**src/rtl/axis_uart_pkg.sv**
```systemverilog
`default_nettype none
// ============================================================================
// Module      : axis_uart_pkg
// Description : Shared constants, FSM state type and frame-size helper for the
//               AXI-Stream UART transmitter.
// Revision    : 1.0 - initial release
// ============================================================================
package axis_uart_pkg;

    localparam int PAR_NONE = 0;
    localparam int PAR_ODD  = 1;
    localparam int PAR_EVEN = 2;

    typedef enum logic [2:0] {
        ST_IDLE  = 3'd0,
        ST_START = 3'd1,
        ST_DATA  = 3'd2,
        ST_PAR   = 3'd3,
        ST_STOP  = 3'd4
    } tx_state_t;

    // Serial bits per frame: start + data + optional parity + stop bits.
    function automatic int frame_bits(input int data_w, input int parity, input int stop_bits);
        return 1 + data_w + ((parity != PAR_NONE) ? 1 : 0) + stop_bits;
    endfunction

endpackage
`default_nettype wire

```
**src/rtl/axis_uart_sync_fifo.sv**
```systemverilog
`default_nettype none
// ============================================================================
// Module      : axis_uart_sync_fifo
// Description : Single-clock FIFO with registered occupancy; push on full and
//               pop on empty are ignored.
// Revision    : 1.0 - initial release
// ============================================================================
module axis_uart_sync_fifo
    import axis_uart_pkg::*;
#(
    parameter int WIDTH = 9,
    parameter int DEPTH = 16
) (
    input  logic                   clk,
    input  logic                   rst,
    input  logic                   push_i,
    input  logic [WIDTH-1:0]       wdata_i,
    input  logic                   pop_i,
    output logic [WIDTH-1:0]       rdata_o,
    output logic                   full_o,
    output logic                   empty_o,
    output logic [$clog2(DEPTH):0] level_o
);

    localparam int PTR_W = $clog2(DEPTH);
    localparam logic [PTR_W:0] LEVEL_FULL = (PTR_W+1)'(DEPTH);

    logic [WIDTH-1:0] mem_q [DEPTH];
    logic [PTR_W-1:0] wr_ptr_q;
    logic [PTR_W-1:0] rd_ptr_q;
    logic [PTR_W:0]   level_q;
    logic             w_push;
    logic             w_pop;

    assign full_o  = (level_q == LEVEL_FULL);
    assign empty_o = (level_q == '0);
    assign level_o = level_q;
    assign rdata_o = mem_q[rd_ptr_q];
    assign w_push  = push_i && !full_o;
    assign w_pop   = pop_i && !empty_o;

    // Storage is left unreset so it can map onto plain RAM.
    always_ff @(posedge clk) begin
        if (w_push) begin
            mem_q[wr_ptr_q] <= wdata_i;
        end
    end

    always_ff @(posedge clk or negedge rst) begin
        if (!rst) begin
            wr_ptr_q <= '0;
            rd_ptr_q <= '0;
            level_q  <= '0;
        end else begin
            if (w_push) begin
                wr_ptr_q <= wr_ptr_q + 1'b1;
            end
            if (w_pop) begin
                rd_ptr_q <= rd_ptr_q + 1'b1;
            end
            if (w_push && !w_pop) begin
                level_q <= level_q + 1'b1;
            end else if (!w_push && w_pop) begin
                level_q <= level_q - 1'b1;
            end
        end
    end

endmodule
`default_nettype wire

```
**src/rtl/axis_uart_tx_fifo.sv**
```systemverilog
`default_nettype none
// ============================================================================
// Module      : axis_uart_tx_fifo
// Description : AXI-Stream slave feeding a FIFO-buffered UART transmitter with
//               configurable data width, parity, stop bits and bit period.
// Revision    : 1.0 - initial release
// ============================================================================
module axis_uart_tx_fifo
    import axis_uart_pkg::*;
#(
    parameter int DATA_W       = 8,
    parameter int FIFO_DEPTH   = 16,
    parameter int CLKS_PER_BIT = 434,
    parameter int PARITY       = 0,
    parameter int STOP_BITS    = 1
) (
    input  logic                        clk,
    input  logic                        rst,
    input  logic [DATA_W-1:0]           s_axis_tdata,
    input  logic                        s_axis_tvalid,
    input  logic                        s_axis_tlast,
    output logic                        s_axis_tready,
    output logic                        uart_tx,
    output logic                        tx_busy,
    output logic [$clog2(FIFO_DEPTH):0] fifo_level,
    output logic                        pkt_done
);

    localparam int TMR_W      = $clog2(CLKS_PER_BIT);
    localparam int FRAME_BITS = frame_bits(DATA_W, PARITY, STOP_BITS);
    localparam int IDX_W      = $clog2(FRAME_BITS);
    localparam logic [TMR_W-1:0] TMR_RELOAD    = TMR_W'(CLKS_PER_BIT - 1);
    localparam logic [IDX_W-1:0] IDX_LAST_DATA = IDX_W'(DATA_W);
    localparam logic [IDX_W-1:0] IDX_LAST_STOP = IDX_W'(FRAME_BITS - 1);

    tx_state_t         state_q, state_d;
    logic [TMR_W-1:0]  tmr_q, tmr_d;
    logic [IDX_W-1:0]  idx_q, idx_d;
    logic [DATA_W-1:0] shift_q, shift_d;
    logic              par_q, par_d;
    logic              last_q, last_d;
    logic              tx_q, tx_d;
    logic              done_q, done_d;
    logic              ready_en_q;

    logic              w_push;
    logic              w_pop;
    logic              w_full;
    logic              w_empty;
    logic              w_bit_end;
    logic [DATA_W:0]   w_head;

    assign s_axis_tready = ready_en_q && !w_full;
    assign w_push        = s_axis_tvalid && s_axis_tready;
    assign uart_tx       = tx_q;
    assign pkt_done      = done_q;
    assign tx_busy       = (state_q != ST_IDLE) || (fifo_level != '0);
    assign w_bit_end     = (tmr_q == '0);

    axis_uart_sync_fifo #(
        .WIDTH (DATA_W + 1),
        .DEPTH (FIFO_DEPTH)
    ) u_fifo (
        .clk     (clk),
        .rst     (rst),
        .push_i  (w_push),
        .wdata_i ({s_axis_tlast, s_axis_tdata}),
        .pop_i   (w_pop),
        .rdata_o (w_head),
        .full_o  (w_full),
        .empty_o (w_empty),
        .level_o (fifo_level)
    );

    // idx_q counts serial bits across the whole frame: 0 is the start bit.
    always_comb begin
        state_d = state_q;
        tmr_d   = tmr_q;
        idx_d   = idx_q;
        shift_d = shift_q;
        par_d   = par_q;
        last_d  = last_q;
        done_d  = 1'b0;
        w_pop   = 1'b0;

        if (state_q != ST_IDLE) begin
            tmr_d = w_bit_end ? TMR_RELOAD : tmr_q - 1'b1;
            if (w_bit_end) begin
                idx_d = idx_q + 1'b1;
            end
        end

        case (state_q)
            ST_IDLE: begin
                if (!w_empty) begin
                    w_pop   = 1'b1;
                    shift_d = w_head[DATA_W-1:0];
                    last_d  = w_head[DATA_W];
                    par_d   = (PARITY == PAR_ODD) ? ~^w_head[DATA_W-1:0] : ^w_head[DATA_W-1:0];
                    tmr_d   = TMR_RELOAD;
                    idx_d   = '0;
                    state_d = ST_START;
                end
            end
            ST_START: begin
                if (w_bit_end) begin
                    state_d = ST_DATA;
                end
            end
            ST_DATA: begin
                if (w_bit_end) begin
                    shift_d = shift_q >> 1;
                    if (idx_q == IDX_LAST_DATA) begin
                        state_d = (PARITY != PAR_NONE) ? ST_PAR : ST_STOP;
                    end
                end
            end
            ST_PAR: begin
                if (w_bit_end) begin
                    state_d = ST_STOP;
                end
            end
            ST_STOP: begin
                if (w_bit_end && (idx_q == IDX_LAST_STOP)) begin
                    state_d = ST_IDLE;
                    done_d  = last_q;
                end
            end
            default: begin
                state_d = ST_IDLE;
            end
        endcase

        // Line level follows the next state so uart_tx comes straight from a flop.
        case (state_d)
            ST_START: tx_d = 1'b0;
            ST_DATA:  tx_d = shift_d[0];
            ST_PAR:   tx_d = par_d;
            default:  tx_d = 1'b1;
        endcase
    end

    always_ff @(posedge clk or negedge rst) begin
        if (!rst) begin
            state_q    <= ST_IDLE;
            tmr_q      <= '0;
            idx_q      <= '0;
            shift_q    <= '0;
            par_q      <= 1'b0;
            last_q     <= 1'b0;
            tx_q       <= 1'b1;
            done_q     <= 1'b0;
            ready_en_q <= 1'b0;
        end else begin
            state_q    <= state_d;
            tmr_q      <= tmr_d;
            idx_q      <= idx_d;
            shift_q    <= shift_d;
            par_q      <= par_d;
            last_q     <= last_d;
            tx_q       <= tx_d;
            done_q     <= done_d;
            ready_en_q <= 1'b1;
        end
    end

endmodule
`default_nettype wire

```
**config.mk**
```make
export PLATFORM = sky130hd
export DESIGN_NAME = axis_uart_tx_fifo
export DESIGN_NICKNAME = d
export VERILOG_FILES = /design/src/rtl/axis_uart_pkg.sv /design/src/rtl/axis_uart_sync_fifo.sv /design/src/rtl/axis_uart_tx_fifo.sv
export SDC_FILE = /design/constraint.sdc
export NUM_CORES = 1
export LEC_CHECK = 0
export ABC_AREA = 1
export CAP_MARGIN = 20
export CORE_MARGIN = 1.5
export CORE_UTILIZATION = 56
export DETAILED_ROUTE_END_ITERATION = 10
export PLACE_DENSITY_LB_ADDON = 0.25
export SLEW_MARGIN = 20
export SYNTH_ARGS = -nofsm -noshare
export SYNTH_HDL_FRONTEND = slang
export SYNTH_SLANG_ARGS = --single-unit
```
**constraint.sdc**
```tcl
create_clock -name clk -period 2.1 [get_ports clk]
set_input_delay 0.315 -clock clk [delete_from_list [all_inputs] [get_ports clk]]
set_output_delay 0.315 -clock clk [all_outputs]
set_load 0.005 [all_outputs]
```
# Word level (Yosys, flattened, before mapping)
# Memories as Yosys holds them, arrays and structs flattened.
# Cells that the tools add are included.
# totals
regBits	42
output_inout_bits	9
word_cells	84
n_memories	1
input_bits	12
mem_bits_rw	144
# mem_list
name	depth	word_bits	rd	rd_clocked_by_memory_dff	write_ports	line	text
u_fifo.mem_q	16	9	1	0	1	axis_uart_sync_fifo.sv:28	logic [WIDTH-1:0] mem_q [DEPTH];
# classes
muxes	29
reduce_logical	22
n_eq_ne	12
n_bitwise	1
addsub	6
# op_table
operator	n
$mux 9	4
$mux 3	6
$mux 4	4
$mux 8	2
$pmux 8 s2	1
$pmux 3 s5	1
$add 4x1->4 const B	3
$eq 3x2->1 const B	4
$mux 5	2
$logic_not 9->1	1
$sub 9x1->9 const B	1
$eq 4x4->1 const B	2
$mux 1	8
$reduce_xor 8->1	1
$logic_and 1x1->1	7
$eq 3x1->1 const B	2
$add 5x1->5 const B	1
$eq 5x5->1 const B	1
$logic_not 5->1	1
$reduce_bool 5->1	1
$sub 5x1->5 const B	1
$logic_not 1->1	4
$ne 2x2->1 const B	2
$reduce_bool 2->1	2
other kinds (8)	8

# Logic depth before layout (Yosys ltp)
# Gate-level depths: netlist of run 1.
# depth
depth_word	9
depth_mapped	18
depth_no_buf	17

# Cells and area by module
# Synthesis of run 1 repeated with hierarchy kept, for this count alone.
# hier_totals
cells_unflattened	920
area_unflattened_um2	8632.0
# modules_own_cells
module	area_each_um2	cells_per_inst	instances	seq_area_each_um2
axis_uart_sync_fifo	6869.1	681	1	4649.5
axis_uart_tx_fifo	1762.9	239	1	726.9

# Least setup slack after synthesis of run 1
# OpenSTA, ideal clock, no wires.
# synth_timing
path_kind	reg2reg
start	reg u_fifo.level_q[1] (netlist: u_fifo.level_o[1])
end	reg u_fifo.level_q[4] (netlist: u_fifo.level_o[4])
n_path_buf	0
stages_incl_launch_ff	17
setup_ps	125
arrival_time_ps	2283
path_slack_ps	-308
path_cell_list	dfrtp_1 -> nor2_1 -> nand3_1 -> o21ai_0 -> inv_1 -> nand2_1 -> clkinv_1 -> ha_1 -> inv_1 -> ha_1 -> a21oi_1 -> nor2_1 -> nor2_1 -> nand2_1 -> nand2_1 -> nor2_1 -> xor2_1
# synth_via
elab_chain_cells	8
# synth_rtl
element	line	text
start: declaration	axis_uart_sync_fifo.sv:31	logic [PTR_W:0] level_q;
start signal: assignment	axis_uart_sync_fifo.sv:62	level_q <= level_q + 1'b1;
start signal: assignment	axis_uart_sync_fifo.sv:64	level_q <= level_q - 1'b1;
$eq 5x5->1 (*)	axis_uart_sync_fifo.sv:35	assign full_o = (level_q == LEVEL_FULL);
$logic_not 1->1 (*)	axis_uart_tx_fifo.sv:53	assign s_axis_tready = ready_en_q && !w_full;
$logic_and 1x1->1 (*)	axis_uart_tx_fifo.sv:53	
named net s_axis_tready	axis_uart_tx_fifo.sv:22	output logic s_axis_tready,
$logic_and 1x1->1 (*)	axis_uart_tx_fifo.sv:54	assign w_push = s_axis_tvalid && s_axis_tready;
$logic_and 1x1->1 (*)	axis_uart_sync_fifo.sv:39	assign w_push = push_i && !full_o;
named net u_fifo.w_push	axis_uart_sync_fifo.sv:32	logic w_push;
$logic_not 1->1	axis_uart_sync_fifo.sv:63	end else if (!w_push && w_pop) begin
$logic_and 1x1->1	axis_uart_sync_fifo.sv:63	
$reduce_bool 2->1 (no source line)	-	
# Mark *: on every way through the listed nets, which the timed path passes. The rest lies on a longest branch. The select of a mux whose other input is x is not followed.
# A chain may end at the register's enable or synchronous reset.

# Final worst setup path of run 1
# layout_timing
start	reg u_fifo.level_q[1] (netlist: u_fifo.level_o[1])
end	reg u_fifo.level_q[4] (netlist: u_fifo.level_o[4])
# layout_via
elab_chain_cells	8
# layout_rtl
element
branches (longest 8 deep; another with $sub 5x1->5)
# Several ways; the timed one is not identified. The select of a mux whose other input is x is not followed.

==> run_results.csv, run 1 <==
group,metric,value,unit
sta,setup_viol,4,
drt,drtIter0Drc,607,
worst_setup_path,r2r_start,"u_fifo.level_o[1]",
sta,max_slew_margin,0.584,
yosys,synth-async-reset-ratio,0.226,
placement,dpl_cell_area,9070,um2
worst_setup_path,r2r-end,"u_fifo.level_o[4]",
yosys,ys_types,36,
drt,drt-pass1-iter-count,5,
finish,syn_to_final_growth,22.0,%
sta,rsz0062_at_grt,"true",
yosys,synth-edff-count,144,
yosys,yosysWarningCount,0,
floorplan,die_x,125,um
worst_setup_path,rrSetupSlack,-170,ps
drt,drc,0,
grt,grt_max_degree,34,
sta,period_needed,2270,ps
drt,ant_nets,0,
floorplan,num_io_pins,21,
finish,antenna_cells,0,
finish,nets,928,
hold_path,worstHoldPathType,"in -> async",
sta,fmax,0.441,GHz
grt,grt_pass1_wl,28400,um
grt,antenna_found_initial,0,
run,drv_cap,0,
clocking,clk_latency,430,ps
grt,grt-ovfl-total,0,
yosys,syn_area,8340,um2
worst_setup_path,path_buf_inv,2,
drt,wl_per_cell,17.5,um
clocking,h-tree-depth,4,
finish,drive_above_1_share,0.187,
power,power.total,0.00877,W
yosys,synth-seq-cells,186,
worst_setup_path,crit_required,2450,ps
power,power.leakage,4.31,nW
worst_setup_path,endpoint_kind,"register",
power,powerDensity,862,nW/um2
outcome,violations,"setup timing",
outcome,outcome,"complete, but fails checks",
sta,hold_viol_final,0,
worst_setup_path,cp-start-kind,"register",
placement,dp_hpwl,11500,um
floorplan,initial_core_util,0.574,
placement,gp_congestion,0.819,
sta,drv_slew,0,
clocking,cts_num_sinks,186,
sta,post-route-period-util,1.08,
yosys,synth_nets,841,
clocking,ctsRootBufferMaster,"clkbuf_16",
finish,seqCellArea,5380,um2
sta,tightest_slew,621,ps
yosys,ys.flop_type,"edfxtp_1",
clocking,clkTransAtPathRegs,70,ps
worst_setup_path,worstPathMaxFanout,3,
floorplan,dieArea,15600,um2
worst_setup_path,path_cells,"nor2_2 -> nand3_2 -> nor2_2 -> inv_2 -> nand2_4 -> ha_4 -> inv_4 -> fa_2 -> a21oi_2 -> nor2_1 -> nor2_1 -> nor2_1 -> nor2_1 -> xor2_1",
worst_setup_path,slowest_stage,"dfrtp_1",
worst_setup_path,reg2regPathDepth,14,
finish,finish.utilization,0.700,
clocking,cts_inserted_buffers,17,
sta,holdWs,286,ps
placement,port_buffers,20,
worst_setup_path,arrival,2620,ps
finish,final_area,10200,um2
yosys,synth.avg_cell_area,10.2,um2
clocking,cts_tree,"yes",
floorplan,rows,44,
worst_setup_path,cpMostUsedCell,"nor2_1",
finish,multi_input_area,2620,um2
floorplan,core-area,14500,um2
worst_setup_path,critPathKind,"reg -> reg",
drt,totalWireLength,19300,um
grt,grt_usage,0.236,
sta,skew,12.6,ps
clocking,cts_buffer_depth,2,
grt,grt_pass1_vias,5807,
drt,vias_per_cell,5.50,
worst_setup_path,critPathTopFamily,"simple AND/OR/NAND/NOR gates",
sta,setup_slack,-167,ps
drt,num_vias,6035,
finish,nFillCells,1037,
power,ir_drop,644,uV
floorplan,die_height,125,um
yosys,synth_cells,814,
worst_setup_path,critPathMaxStageDelay,390,ps
yosys,seq_area_frac_synth,0.645,
Yosys cell counts (3+ instances only):
cell / instances / share of area
ha_1: 14 / 0.021
or2_2: 3 / 0.0023
nand4_1: 5 / 0.0037
o21ai_1: 5 / 0.0030
nor2_1: 74 / 0.033
o21ai_0: 27 / 0.016
o221ai_1: 9 / 0.0095
o211ai_1: 8 / 0.0072
nand3_1: 79 / 0.047
buf_2: 12 / 0.0072
a21oi_1: 9 / 0.0054
inv_2: 3 / 0.0013
clkbuf_1: 4 / 0.0018
clkinv_1: 3 / 0.0013
xor2_1: 8 / 0.0084
nand2_2: 3 / 0.0023
dfrtp_1: 41 / 0.12
nand2_1: 238 / 0.11
nor3_1: 5 / 0.0030
buf_6: 12 / 0.016
inv_1: 90 / 0.040
edfxtp_1: 144 / 0.52
final cells by class:
cell class	count	share of cell area
flip-flops and latches	186	0.529
clock buffers	17	0.0418
multi-input cells	504	0.258
inverters	96	0.0373
clock inverters	15	0.0177
repair buffers	96	0.0942
well taps	184	0.0226
how the worst max path moves through the flow:
stage / start / end / slack [ps] / cells after the start
finish: u_fifo.level_o[1] / u_fifo.level_o[4] / -170 / 14
global route: u_fifo.level_o[1] / u_fifo.level_o[3] / -260 / 16
CTS: u_fifo.level_o[0] / u_fifo.level_o[3] / -100 / 16
detailed placement: u_fifo.level_o[0] / u_fifo.level_o[3] / -180 / 16
global placement: s_axis_tvalid / u_fifo.level_o[4] / -70 / 13
floorplan: u_fifo.level_o[0] / u_fifo.level_o[4] / -40 / 15
registers in the layout, indices dropped and copies added, names as in the netlist, 3 cells and up:
signal / cells
state_q: 3
idx_q: 4
u_fifo.mem_q: 144
u_fifo.level_o: 5
tmr_q: 9
u_fifo.wr_ptr_q: 4
shift_q: 8
u_fifo.rd_ptr_q: 4
per-stage QoR:
stage	setup TNS, ps	cells	setup slack [ps]
floorplan	-60.7	814	-44.7
global placement	-119	1042	-67.5
detailed placement	-315	1042	-178
CTS	-178	1079	-97.9
global route	-808	1098	-260
finish	-364	1098	-167
kinds of logic (layout without fill, tap and decap cells):
| group | count (synthesis) | count (layout) | synth area share |
|---|---|---|---|
| xor gates and xnor gates | 11 | 11 | 0.0125 |
| other | 1 | 1 | 0.000450 |
| and+or+nand+nor | 410 | 410 | 0.201 |
| AOI/OAI and AO/OA | 67 | 67 | 0.0495 |
| buffers and inverters | 124 | 224 | 0.0684 |
| DFF | 186 | 186 | 0.645 |
| adders and majority gates | 15 | 15 | 0.0234 |
repair_timing:
| action | in CTS | in global routing |
|---|---|---|
| hold buffers | 1 | 0 |
| resized for setup | 10 | 61 |
| buffers inserted | 4 | 13 |
| cloned | 0 | 6 |
| pin swaps | 11 | 22 |
| setup endpoints to repair | 5 | 8 |
| endpoints found under the hold margin | 10 | 0 |
where the power goes:
group / total, W / internal, W / leakage, nW / switching, W
logic: 0.00119 / 0.000528 / 2.20 / 0.000662
clock network: 0.00328 / 0.00180 / 0.298 / 0.00147
registers: 0.00430 / 0.00419 / 1.81 / 0.000111
total: 0.00877 / 0.00652 / 4.31 / 0.00225
placed cells by master (no fill, tap or decap), drive strengths merged, types with 14 or more instances in the layout:
cell type	n
nand3	79
o21ai	32
edfxtp	144
ha	14
nor2	76
dfrtp	41
clkbuf	23
nand2	241
buf	71
clkdlybuf4s50	17
inv	101
routing by layer:
| metal | track usage | wire, um | share of wire | up-vias |
|---|---|---|---|---|
| li1 | - | - | - | 2861 |
| met1 | 0.297 | 7620 | 0.40 | 2873 |
| met2 | 0.406 | 9760 | 0.51 | 252 |
| met3 | 0.0509 | 1260 | 0.066 | 49 |
| met4 | 0.0862 | 609 | 0.032 | 0 |
| met5 | 0 | 0 | 0 | - |
Power figures use the tool's default switching activity.
==> run 2: changes to the inputs <==
ABC_AREA = not set   (was 1)
CORE_UTILIZATION = 55   (was 56)
==> run 2 against run 1 <==
Compared with the run above:
- register-to-register slack lost 200 ps
- the run still ends with setup timing left
- via count shrank 30%
- clock power shrank 11%
- largest power group unchanged
- largest cell class unchanged
==> run_results.csv, run 2 <==
group,metric,value,unit
outcome,outcome,"complete, but fails checks",
outcome,violations,"setup timing",
power,power.leakage,3.45,nW
clocking,cts_inserted_buffers,17,
yosys,yosysMostFrequentCell,"edfxtp_1",
yosys,synth_nets,490,
yosys,synthTopCellsByArea,"edfxtp_1 56%, dfrtp_1 13%, mux4_2 7.0%",
finish,final_common_cell,"edfxtp_1",
floorplan,die_x,121,um
drt,ant_nets,0,
sta,holdWs,330,ps
worst_setup_path,critPathKind,"reg -> reg",
sta,period_needed,2460,ps
worst_setup_path,worstPathMaxFanout,4,
clocking,clk_latency,430,ps
yosys,ys.flop_type,"edfxtp_1",
drt,drt-pass1-iter-count,4,
worst_setup_path,r2r-end,"u_fifo.level_o[4]",
finish,syn_to_final_growth,23.3,%
grt,grt_usage,0.224,
drt,wl_per_cell,20.2,um
yosys,ys_types,47,
placement,preCtsSetupSlack,-448,ps
yosys,synth-seq-cells,186,
yosys,yosys.area_share.simple,0.0689,
clocking,ctsRootBufferMaster,"clkbuf_16",
sta,skew,6.66,ps
drt,wl_met2,7650,um
worst_setup_path,endpoint_kind,"register",
power,ir_drop,567,uV
worst_setup_path,cp-start-kind,"register",
clocking,clkTransAtPathRegs,60,ps
finish,largest_reg_flops,144,
drt,highest_layer,"met4",
finish,nets,571,
yosys,yosysTopAreaCell,"edfxtp_1",
yosys,yosys.area.top_type_share,0.560,
floorplan,initial_core_util,0.561,
finish,layout_common_cells,"144 x edfxtp_1, 43 x buf_4, 39 x dfrtp_1",
drt,drc,0,
worst_setup_path,reg2regPathDepth,12,
yosys,synth-async-reset-ratio,0.226,
placement,dp_hpwl,9550,um
yosys,synth_top_family_by_area,"multiplexers",
yosys,synth-edff-count,144,
yosys,syn_area,7720,um2
grt,grt-ovfl-total,0,
yosys,synth_compound_area_frac,0.0415,
yosys,synth_commonest_cells,"144 x edfxtp_1, 49 x nand2_1, 41 x dfrtp_1, 33 x nor2_1, 24 x mux4_2",
finish,antenna_cells,0,
sta,drv_slew,0,
finish,top_register,"u_fifo.mem_q",
finish,drive_above_1_share,0.346,
power,powerDensity,910,nW/um2
yosys,synth_cells,463,
yosys,yosysWarningCount,0,
floorplan,rows,43,
grt,grt_pass1_wl,23900,um
hold_path,worstHoldPathType,"in -> async",
finish,nFillCells,925,
worst_setup_path,arrival,2780,ps
sta,fmax,0.406,GHz
drt,vias_per_cell,5.72,
finish,seqCellArea,5380,um2
grt,grt_pass1_vias,4474,
yosys,synthMuxAreaShare,0.116,
yosys,seq_area_frac_synth,0.696,
sta,tightest_slew,868,ps
clocking,cts_buffer_depth,2,
sta,post-route-period-util,1.17,
sta,setup_slack,-362,ps
yosys,synth-xor-area-share,0.0318,
yosys,synth.avg_cell_area,16.7,um2
worst_setup_path,r2r_start,"u_fifo.level_o[1]",
placement,gp_congestion,0.810,
worst_setup_path,cp-startpoint,"u_fifo.level_o[1]",
grt,grt_max_degree,35,
finish,multi_input_area,2500,um2
sta,hold_viol_final,0,
worst_setup_path,crit_end,"u_fifo.level_o[4]",
clocking,cts_num_sinks,186,
worst_setup_path,rrSetupSlack,-360,ps
yosys,synth_adder_area_share,0.0253,
clocking,cts_tree,"yes",
floorplan,core-area,13800,um2
floorplan,die_height,121,um
drt,drtIter0Drc,324,
sta,rsz0062_at_grt,"true",
drt,totalWireLength,14900,um
drt,wl_met1,6230,um
sta,max_slew_margin,0.420,
drt,num_vias,4212,
floorplan,dieArea,14800,um2
drt,dr_wl_met3,663,um
sta,finalSetupTns,-1550,ps
worst_setup_path,crit_required,2420,ps
floorplan,num_io_pins,21,
clocking,h-tree-depth,4,
sta,setup_viol,15,
placement,port_buffers,20,
grt,antenna_found_initial,0,
run,drv_cap,0,
finish,reg_top3,"u_fifo.mem_q: 144 flops, tmr_q: 9 flops, shift_q: 8 flops",
==> run 2: critical path: stages (launching register included) <==
cell and delay [ps]:
dfrtp_1 380, or4_4 560, nor2_4 140, nor2_2 60, inv_4 60, ha_4 140, inv_4 50, fa_2 330
a21o_1 190, a21oi_2 130, xnor2_1 130, nor2_1 70, xnor2_1 120
==> run 2: metal layers <==
layer	track usage	vias up
met5	0	-
met4	0.110	0
met3	0.0446	28
met2	0.365	112
met1	0.290	2136
li1	-	1936
==> run 2: kinds of logic after synthesis <==
group	Yosys count
other	1
flip-flops	186
XOR/XNOR	28
buffers and inverters	31
multiplexers	38
AND/OR/NAND/NOR	117
AO/OA/AOI/OAI	47
adder cells (fa/ha/maj)	15
==> run 2: worst min-delay path by stage <==
stage | end | slack [ps]
6_report | last_q | 330
3_3_place_gp | idx_q[3] | 240
4_1_cts | idx_q[3] | 340
3_5_place_dp | idx_q[3] | 250
2_1_floorplan | idx_q[0] | 20
5_1_grt | u_fifo.rd_ptr_q[1] | 360
==> run 2: area by class of cell <==
type                       instances  share of cell area
sequential                       186               0.565
multi-input combinational        246               0.263
timing repair buffer              84              0.0882
clock buffer                      19              0.0455
tap                              180              0.0237
clock inverter                    13              0.0109
inverter                           9             0.00408
==> run 2: metrics by stage <==
| stage | cell area [um2] | total power, W | utilization | instances |
|---|---|---|---|---|
| after global placement | 8540 | 0.00548 | 0.620 | 692 |
| after CTS | 9460 | 0.00860 | 0.687 | 735 |
| after detailed placement | 8540 | 0.00553 | 0.620 | 692 |
| after global routing | 9520 | 0.00896 | 0.691 | 737 |
| after floorplan | 7820 | 0.00500 | - | 463 |
| final | 9520 | 0.00866 | 0.691 | 737 |
==> run 2: repair_timing <==
action                                  in CTS  in global routing
gates cloned                                 1                  0
hold buffers                                 1                  0
buffers inserted                            10                  3
endpoints found under the setup margin     154                 76
endpoints found under the hold margin       15                  0
pin swaps                                   30                 21
gates resized for setup                     81                 17
==> run 2: power breakdown <==
part | leakage (nW) | internal (W) | total, W | switching, W
clock network | 0.263 | 0.00162 | 0.00293 | 0.00132
registers | 1.81 | 0.00421 | 0.00436 | 0.000157
logic | 1.37 | 0.000686 | 0.00136 | 0.000675
